File: config.mk
export PLATFORM = sky130hd
export DESIGN_NAME = arm_multicycle_controller
export DESIGN_NICKNAME = d
export VERILOG_FILES = /design/src/rtl/arm_multicycle_controller.sv
export SDC_FILE = /design/constraint.sdc
export NUM_CORES = 1
export LEC_CHECK = 0
export CAP_MARGIN = 30
export CORE_UTILIZATION = 43
export CTS_CLUSTER_DIAMETER = 150
export CTS_CLUSTER_SIZE = 30
export DETAILED_ROUTE_END_ITERATION = 8
export DONT_BUFFER_PORTS = 1
export PLACE_DENSITY_LB_ADDON = 0.25
export SLEW_MARGIN = 20
export SYNTH_ARGS = -nofsm -noshare
export SYNTH_HDL_FRONTEND = slang
export SYNTH_SLANG_ARGS = --single-unit
File: constraint.sdc
create_clock -name clk -period 2.5 [get_ports clk]
set_input_delay 0 -clock clk [delete_from_list [all_inputs] [get_ports clk]]
set_output_delay 0 -clock clk [all_outputs]
set_load 0.1 [all_outputs]
File: src/rtl/arm_multicycle_controller.sv
// arm_multicycle_controller
//   Multicycle ARM control unit: per-instruction FSM, NZCV flag register with
//   condition evaluation, and an optional fixed-latency multiply wait path.
//   Drives every enable and mux select of the shared datapath each cycle.
// Parameters
//   MUL_EN       1 = decode MUL and use MULWAIT; 0 = MUL encodings act as AND
//   MUL_LATENCY  number of MULWAIT cycles (>= 1) before product write-back
// Ports
//   clk          rising-edge clock
//   reset        asynchronous, active-low reset
//   Instr        IR contents (valid from DECODE onward)
//   ALUFlags     {N,Z,C,V} from the ALU this cycle
//   PCWrite, AdrSrc, MemWrite, IRWrite, RegWrite   datapath enables/selects
//   ResultSrc, ALUSrcA, ALUSrcB, RegSrc, ImmSrc   mux selects
//   ALUControl   0 ADD, 1 SUB, 2 AND, 3 ORR, 4 EOR
//   MulStart     one-cycle multiplier start pulse
//   State        current FSM state (debug)
module arm_multicycle_controller #(
  parameter bit          MUL_EN      = 1'b1,
  parameter int unsigned MUL_LATENCY = 3
) (
  input  logic        clk,
  input  logic        reset,
  input  logic [31:0] Instr,
  input  logic [3:0]  ALUFlags,
  output logic        PCWrite,
  output logic        AdrSrc,
  output logic        MemWrite,
  output logic        IRWrite,
  output logic        RegWrite,
  output logic [1:0]  ResultSrc,
  output logic [1:0]  ALUSrcA,
  output logic [1:0]  ALUSrcB,
  output logic [1:0]  RegSrc,
  output logic [1:0]  ImmSrc,
  output logic [3:0]  ALUControl,
  output logic        MulStart,
  output logic [3:0]  State
);

  typedef enum logic [3:0] {
    S_FETCH   = 4'd0,
    S_DECODE  = 4'd1,
    S_MEMADR  = 4'd2,
    S_MEMRD   = 4'd3,
    S_MEMWB   = 4'd4,
    S_MEMWR   = 4'd5,
    S_EXECR   = 4'd6,
    S_EXECI   = 4'd7,
    S_ALUWB   = 4'd8,
    S_BRANCH  = 4'd9,
    S_MULWAIT = 4'd10
  } state_t;

  localparam logic [3:0] ALU_ADD = 4'd0;
  localparam logic [3:0] ALU_SUB = 4'd1;
  localparam logic [3:0] ALU_AND = 4'd2;
  localparam logic [3:0] ALU_ORR = 4'd3;
  localparam logic [3:0] ALU_EOR = 4'd4;

  localparam int unsigned CW = (MUL_LATENCY > 1) ? $clog2(MUL_LATENCY) : 1;
  localparam logic [CW-1:0] MUL_LAST = CW'(MUL_LATENCY - 1);

  // Registered per-state controls. The *_en / pc_cond bits are qualified by
  // CondEx combinationally so they track the flags of the current cycle.
  typedef struct packed {
    logic       pc_always;
    logic       pc_cond;
    logic       adr_src;
    logic       mem_wr_en;
    logic       ir_write;
    logic       reg_wr_en;
    logic [1:0] result_src;
    logic [1:0] alu_src_a;
    logic [1:0] alu_src_b;
    logic [1:0] imm_src;
    logic [3:0] alu_control;
    logic       mul_start;
  } ctrl_t;

  state_t        state, next_state;
  ctrl_t         ctrl_q;
  logic [3:0]    flags;
  logic [CW-1:0] mul_cnt;

  logic [1:0] op;
  logic [3:0] cmd;
  logic       s_bit;
  logic       is_mul;
  logic       is_cmp;
  logic [3:0] alu_op;
  logic       cond_ex;
  logic       unused_bits;

  assign op     = Instr[27:26];
  assign cmd    = Instr[24:21];
  assign s_bit  = Instr[20];
  assign is_cmp = (cmd == 4'b1010);
  assign is_mul = MUL_EN && (op == 2'b00) && !Instr[25] && (cmd == 4'b0000)
                  && (Instr[7:4] == 4'b1001);
  assign unused_bits = ^{Instr[19:8], Instr[3:0]};

  always_comb begin
    case (cmd)
      4'b0100: alu_op = ALU_ADD;
      4'b0010: alu_op = ALU_SUB;
      4'b1010: alu_op = ALU_SUB;
      4'b0000: alu_op = ALU_AND;
      4'b1100: alu_op = ALU_ORR;
      4'b0001: alu_op = ALU_EOR;
      default: alu_op = ALU_ADD;
    endcase
  end

  // ARM condition table on the registered flags {N,Z,C,V}
  always_comb begin
    case (Instr[31:28])
      4'b0000: cond_ex = flags[2];
      4'b0001: cond_ex = !flags[2];
      4'b0010: cond_ex = flags[1];
      4'b0011: cond_ex = !flags[1];
      4'b0100: cond_ex = flags[3];
      4'b0101: cond_ex = !flags[3];
      4'b0110: cond_ex = flags[0];
      4'b0111: cond_ex = !flags[0];
      4'b1000: cond_ex = flags[1] && !flags[2];
      4'b1001: cond_ex = !flags[1] || flags[2];
      4'b1010: cond_ex = (flags[3] == flags[0]);
      4'b1011: cond_ex = (flags[3] != flags[0]);
      4'b1100: cond_ex = !flags[2] && (flags[3] == flags[0]);
      4'b1101: cond_ex = flags[2] || (flags[3] != flags[0]);
      4'b1110: cond_ex = 1'b1;
      default: cond_ex = 1'b0;
    endcase
  end

  always_comb begin
    next_state = S_FETCH;
    case (state)
      S_FETCH:  next_state = S_DECODE;
      S_DECODE: begin
        case (op)
          2'b01:   next_state = S_MEMADR;
          2'b10:   next_state = S_BRANCH;
          2'b00:   next_state = Instr[25] ? S_EXECI
                              : (is_mul ? S_MULWAIT : S_EXECR);
          default: next_state = S_FETCH;
        endcase
      end
      S_MEMADR:  next_state = Instr[20] ? S_MEMRD : S_MEMWR;
      S_MEMRD:   next_state = S_MEMWB;
      S_EXECR:   next_state = S_ALUWB;
      S_EXECI:   next_state = S_ALUWB;
      S_MULWAIT: next_state = (mul_cnt == MUL_LAST) ? S_ALUWB : S_MULWAIT;
      default:   next_state = S_FETCH;
    endcase
  end

  // Controls for state st; from_mul is high when the FSM is currently in
  // MULWAIT, which both selects the product in ALUWB and suppresses MulStart
  // after the first MULWAIT cycle.
  function automatic ctrl_t decode_ctrl(input state_t st, input logic from_mul,
                                        input logic [3:0] aop, input logic cmp);
    ctrl_t c;
    c = '0;
    case (st)
      S_FETCH: begin
        c.ir_write   = 1'b1;
        c.pc_always  = 1'b1;
        c.alu_src_a  = 2'b01;
        c.alu_src_b  = 2'b10;
        c.result_src = 2'b10;
      end
      S_DECODE: begin
        c.alu_src_a  = 2'b01;
        c.alu_src_b  = 2'b10;
        c.result_src = 2'b10;
      end
      S_MEMADR: begin
        c.alu_src_b = 2'b01;
        c.imm_src   = 2'b01;
      end
      S_MEMRD: c.adr_src = 1'b1;
      S_MEMWB: begin
        c.result_src = 2'b01;
        c.reg_wr_en  = 1'b1;
      end
      S_MEMWR: begin
        c.adr_src   = 1'b1;
        c.mem_wr_en = 1'b1;
      end
      S_EXECR, S_EXECI: c.alu_control = aop;
      S_ALUWB: begin
        c.result_src = from_mul ? 2'b11 : 2'b00;
        c.reg_wr_en  = !cmp;
      end
      S_BRANCH: begin
        c.alu_src_b  = 2'b01;
        c.imm_src    = 2'b10;
        c.result_src = 2'b10;
        c.pc_cond    = 1'b1;
      end
      S_MULWAIT: c.mul_start = !from_mul;
      default: ;
    endcase
    return c;
  endfunction

  always_ff @(posedge clk or negedge reset) begin
    if (!reset) begin
      state   <= S_FETCH;
      flags   <= '0;
      mul_cnt <= '0;
      ctrl_q  <= decode_ctrl(S_FETCH, 1'b0, ALU_ADD, 1'b0);
    end else begin
      state  <= next_state;
      ctrl_q <= decode_ctrl(next_state, state == S_MULWAIT, alu_op, is_cmp);
      if (state == S_MULWAIT && next_state == S_MULWAIT)
        mul_cnt <= mul_cnt + 1'b1;
      else
        mul_cnt <= '0;
      if ((state == S_EXECR || state == S_EXECI) && cond_ex && (s_bit || is_cmp)) begin
        flags[3:2] <= ALUFlags[3:2];
        if (alu_op == ALU_ADD || alu_op == ALU_SUB)
          flags[1:0] <= ALUFlags[1:0];
      end
    end
  end

  // Write enables are gated by reset so they drop as soon as reset asserts.
  always_comb begin
    PCWrite    = reset && (ctrl_q.pc_always || (ctrl_q.pc_cond && cond_ex));
    IRWrite    = reset && ctrl_q.ir_write;
    RegWrite   = reset && ctrl_q.reg_wr_en && cond_ex;
    MemWrite   = reset && ctrl_q.mem_wr_en && cond_ex;
    MulStart   = reset && ctrl_q.mul_start;
    AdrSrc     = ctrl_q.adr_src;
    ResultSrc  = ctrl_q.result_src;
    ALUSrcA    = ctrl_q.alu_src_a;
    ALUSrcB    = ctrl_q.alu_src_b;
    ImmSrc     = ctrl_q.imm_src;
    ALUControl = ctrl_q.alu_control;
    RegSrc     = {op == 2'b01, op == 2'b10};
    State      = state;
  end

endmodule

==> run summary <==
The run finished with clean final reports. The logs give 36.8% for the headroom to the max-slew limit and 3 for the CTS buffer count. At the end of routability-driven placement, the weighted congestion stood at 0.786.

The die covers 0.00354 mm^2. Area of the mapped netlist: 0.00142 mm^2. The path class of the tightest hold or removal check is in -> reg.

The worst hold path passes through 2 cells. The signed area change from the synthesized netlist to the final layout was 16.0%; the worst endpoint data arrival time was 2.66 ns. The number of max-cap violations was 0. The via count of the first global-routing pass was 1045. The number of cells on the worst reg-to-reg path is 5.

Among all flip-flop cells after synthesis, the most frequent one is sky130_fd_sc_hd__dfrtp_1. The number of failing hold endpoints at the final stage is 0, and the slack of the critical path is 0.108 ns. Of the total power, the share spent switching nets is 56.5%. The first global-routing pass estimated 4860 um of wire. The post-synthesis cell type count was 50. Combinational cells account for 41.7% of the total power. The power density relative to cell area is 1240 mW/mm^2, and the clock period minus worst slack is 2.39 ns. The total of warnings raised by yosys came out at 0. For the later-pin clock latency in the skew report, the log shows 0.32 ns. The average instance area after synthesis is 9.95 um^2. STA classifies the critical path startpoint as a flop.

Clock-pin slew was measured on the worst setup and hold paths at 0.14 ns. The number of synthesized flops with an enable pin is 0, and the fraction of layout instances using a drive strength above 1 is 21.4%. The run gives 53.2% as the fraction of the core area covered by cells at the end of the flow. Type of the worst setup path: reg -> reg.

In this run the power spent charging and discharging nets is 1150 uW. The synthesized instance count is 143, and the detailed-route DRC error count is 0. For the placed wire-length estimate, the log shows 2010 um.

The logs give 0 for the number of antenna violations at the first check in global routing and 9.1% for the clock network fraction of total power. TritonCTS built the clock tree. The tools report the maximum number of pins on one net before global-route repair as 26. The worst IR drop on VDD is 0.485 mV, and the number of filler cells placed in the layout is 293. The I/O pin total is 62. The count of inserted antenna diode cells was 0.

The clock sink count came out at 25. Of the synthesized area, sequential elements account for 44.3%. The period utilization came out at 95.7%.

The number of failing setup endpoints in the final timing report is 0. For this run, the detailed router's first-pass iteration total came to 5. Of all nets on the critical path, the largest fanout is 8. Global routing used 18.3% of the available tracks across all layers. For the fmax, the log shows 418 MHz.

After global routing the overflow that remains totals 0. Internal power comes to 889 uW. Of all flip-flops after synthesis, the portion carrying an async set or reset was 100%.

At the worst endpoint, the required time is 2.77 ns. Counting along the longest clock path gives a buffer depth of 2. The final-report max-slew violation count was 0; the transition time at the pin with the least slew margin was 0.954 ns. The detail route stage leaves a number of antenna-violating nets equal to 0. The master cell of the clock root buffer was sky130_fd_sc_hd__clkbuf_4. Counting flops and latches in the post-synthesis netlist gives 25. The initial core utilization was 45.8%; the detail-routed via count per cell was 5.35. For this design the static power due to leakage is 0.000746 uW. The die is 59.5 um tall. The run gives 0.00310 mm^2 as the standard cell core area.

Summed over all layers, the routed wires come to 2880 um. On the final layout, the worst clock skew is 0.00632 ns. STA classifies the critical path endpoint as a flop.

The run gives 1 as the H-tree depth reported by CTS. Timing analysis after detailed placement gives a worst setup slack of 0.482 ns. Sequential cells burn 49.2% of the power. The net count of the finished layout is 199.

The total vias in the final route is 1086. The number of buffer cells added on primary ports is 0, and the detailed router's first-iteration violation count is 56. For the standard-cell row count, the log shows 20. After detailed routing, the average wire length per cell comes to 14.2 um. From left edge to right edge, the die measures 59.5 um.
==> worst paths after layout <==
check | start | to | slack, ns
worst max-delay path | State[1] | ALUControl[1] | 0.11
worst min-delay path | Instr[20] | flags[2] | 0.02
worst max register to register | State[1] | ALUControl[1] | 0.11
worst min register to register | mul_cnt[0] | mul_cnt[0] | 0.43
max in group asynchronous | reset | State[1] | 1.94
min in group asynchronous | reset | ctrl_q[0] | 0.18
==> registers in the layout (all words and copies together) (netlist names) <==
signal and flops:
State 4, ResultSrc 2, ImmSrc 2, mul_cnt 2, ctrl_q 4, AdrSrc 1, ALUSrcA 1, ALUControl 3
ALUSrcB 2, flags 4
==> power by group through the flow <==
stage	Combinational (uW)	Sequential (uW)	Clock, uW
2_1_floorplan	890	841	0
3_3_place_gp	797	1010	0
3_5_place_dp	814	1010	0
4_1_cts	850	1000	191
5_1_grt	911	1030	206
6_report	851	1010	185
==> layout by cell type (no fill, tap or decap), drive strengths merged, types with 2 or more instances in the layout <==
master       count
a21oi            3
and2             3
and3             3
buf             12
clkbuf           3
conb             2
dfrtp           21
dfstp            4
dlygate4sd3     15
inv              6
mux2             6
nand2            6
nand2b           2
nand3            3
nand3b           2
nor2            10
nor2b            7
nor3             6
nor3b            5
nor4             2
nor4b            2
o21ai            8
or2              6
xnor2            2
==> cell usage after synthesis, types with 2 or more instances <==
master / count / area [um^2]
sky130_fd_sc_hd__buf_4: 12 / 90.1
sky130_fd_sc_hd__nor2_1: 10 / 37.5
sky130_fd_sc_hd__and3_1: 3 / 18.8
sky130_fd_sc_hd__nor4b_1: 2 / 17.5
sky130_fd_sc_hd__inv_1: 6 / 22.5
sky130_fd_sc_hd__xnor2_1: 2 / 17.5
sky130_fd_sc_hd__a21oi_1: 3 / 15.0
sky130_fd_sc_hd__mux2_1: 5 / 56.3
sky130_fd_sc_hd__nor2b_1: 7 / 43.8
sky130_fd_sc_hd__nor3b_1: 5 / 37.5
sky130_fd_sc_hd__or2_2: 4 / 25.0
sky130_fd_sc_hd__nor3_1: 5 / 25.0
sky130_fd_sc_hd__nand3b_1: 2 / 15.0
sky130_fd_sc_hd__nand2b_1: 2 / 12.5
sky130_fd_sc_hd__buf_2: 2 / 10.0
sky130_fd_sc_hd__o21ai_0: 6 / 30.0
sky130_fd_sc_hd__dfstp_2: 4 / 105
sky130_fd_sc_hd__nand3_1: 3 / 15.0
sky130_fd_sc_hd__and2_1: 3 / 18.8
sky130_fd_sc_hd__dfrtp_1: 21 / 526
sky130_fd_sc_hd__nor4_1: 2 / 12.5
sky130_fd_sc_hd__nand2_1: 6 / 22.5
==> worst max-delay path, cell delays in order (launching register included) <==
cell,delay [ns]
sky130_fd_sc_hd__dfrtp_2,0.48
sky130_fd_sc_hd__or4b_1,0.61
sky130_fd_sc_hd__nor3_2,0.17
sky130_fd_sc_hd__nand2_1,0.12
sky130_fd_sc_hd__a2111oi_1,0.35
sky130_fd_sc_hd__dlygate4sd3_1,0.61
==> through the flow <==
step	TNS (ns)	cell area [um^2]	power [uW]	hold WS, ns	cells
after floorplan	0	1430	1730	-0.296	144
final	0	1650	2040	0.0189	203
after CTS	0	1640	2040	0.00473	202
after global routing	-0.0140	1650	2140	0.0165	203
after detailed placement	0	1460	1820	-0.295	183
after global placement	0	1450	1800	-0.295	182
==> kinds of logic (layout without fill, tap and decap cells) <==
group	after synthesis	count (layout)	share of synthesized area, %
DFF	25	25	44.3
and+or+nand+nor	62	62	26.1
AOI/OAI and AO/OA	23	23	12.1
other	1	2	0.264
xor gates and xnor gates	3	3	1.85
muxes	6	6	4.75
adders and majority gates	1	1	0.879
buffers and inverters	22	37	9.67
==> final cells by class <==
cell class | count | area (um^2) | area share, %
flip-flops and latches | 25 | 633 | 38.4
repair buffers | 27 | 245 | 14.9
multi-input cells | 97 | 664 | 40.3
inverters | 6 | 22.5 | 1.36
well taps | 44 | 55.1 | 3.34
clock buffers | 3 | 22.5 | 1.36
clock inverters | 1 | 7.51 | 0.455
==> repair_timing <==
| action | in CTS | in global routing |
|---|---|---|
| buffers inserted | 0 | 0 |
| hold buffers | 15 | 1 |
| endpoints found under the hold margin | 36 | 21 |
| gates resized for setup | 0 | 3 |
| setup endpoints to repair | 0 | 1 |
==> metal layers <==
layer  share of wire (%)  GRT usage [%]
met1                  47           25.5
met2                  44           28.1
met3                 6.8           2.84
met4                 1.7           8.31
met5                   0              0
No activity file was read; power rests on OpenSTA's default activity.
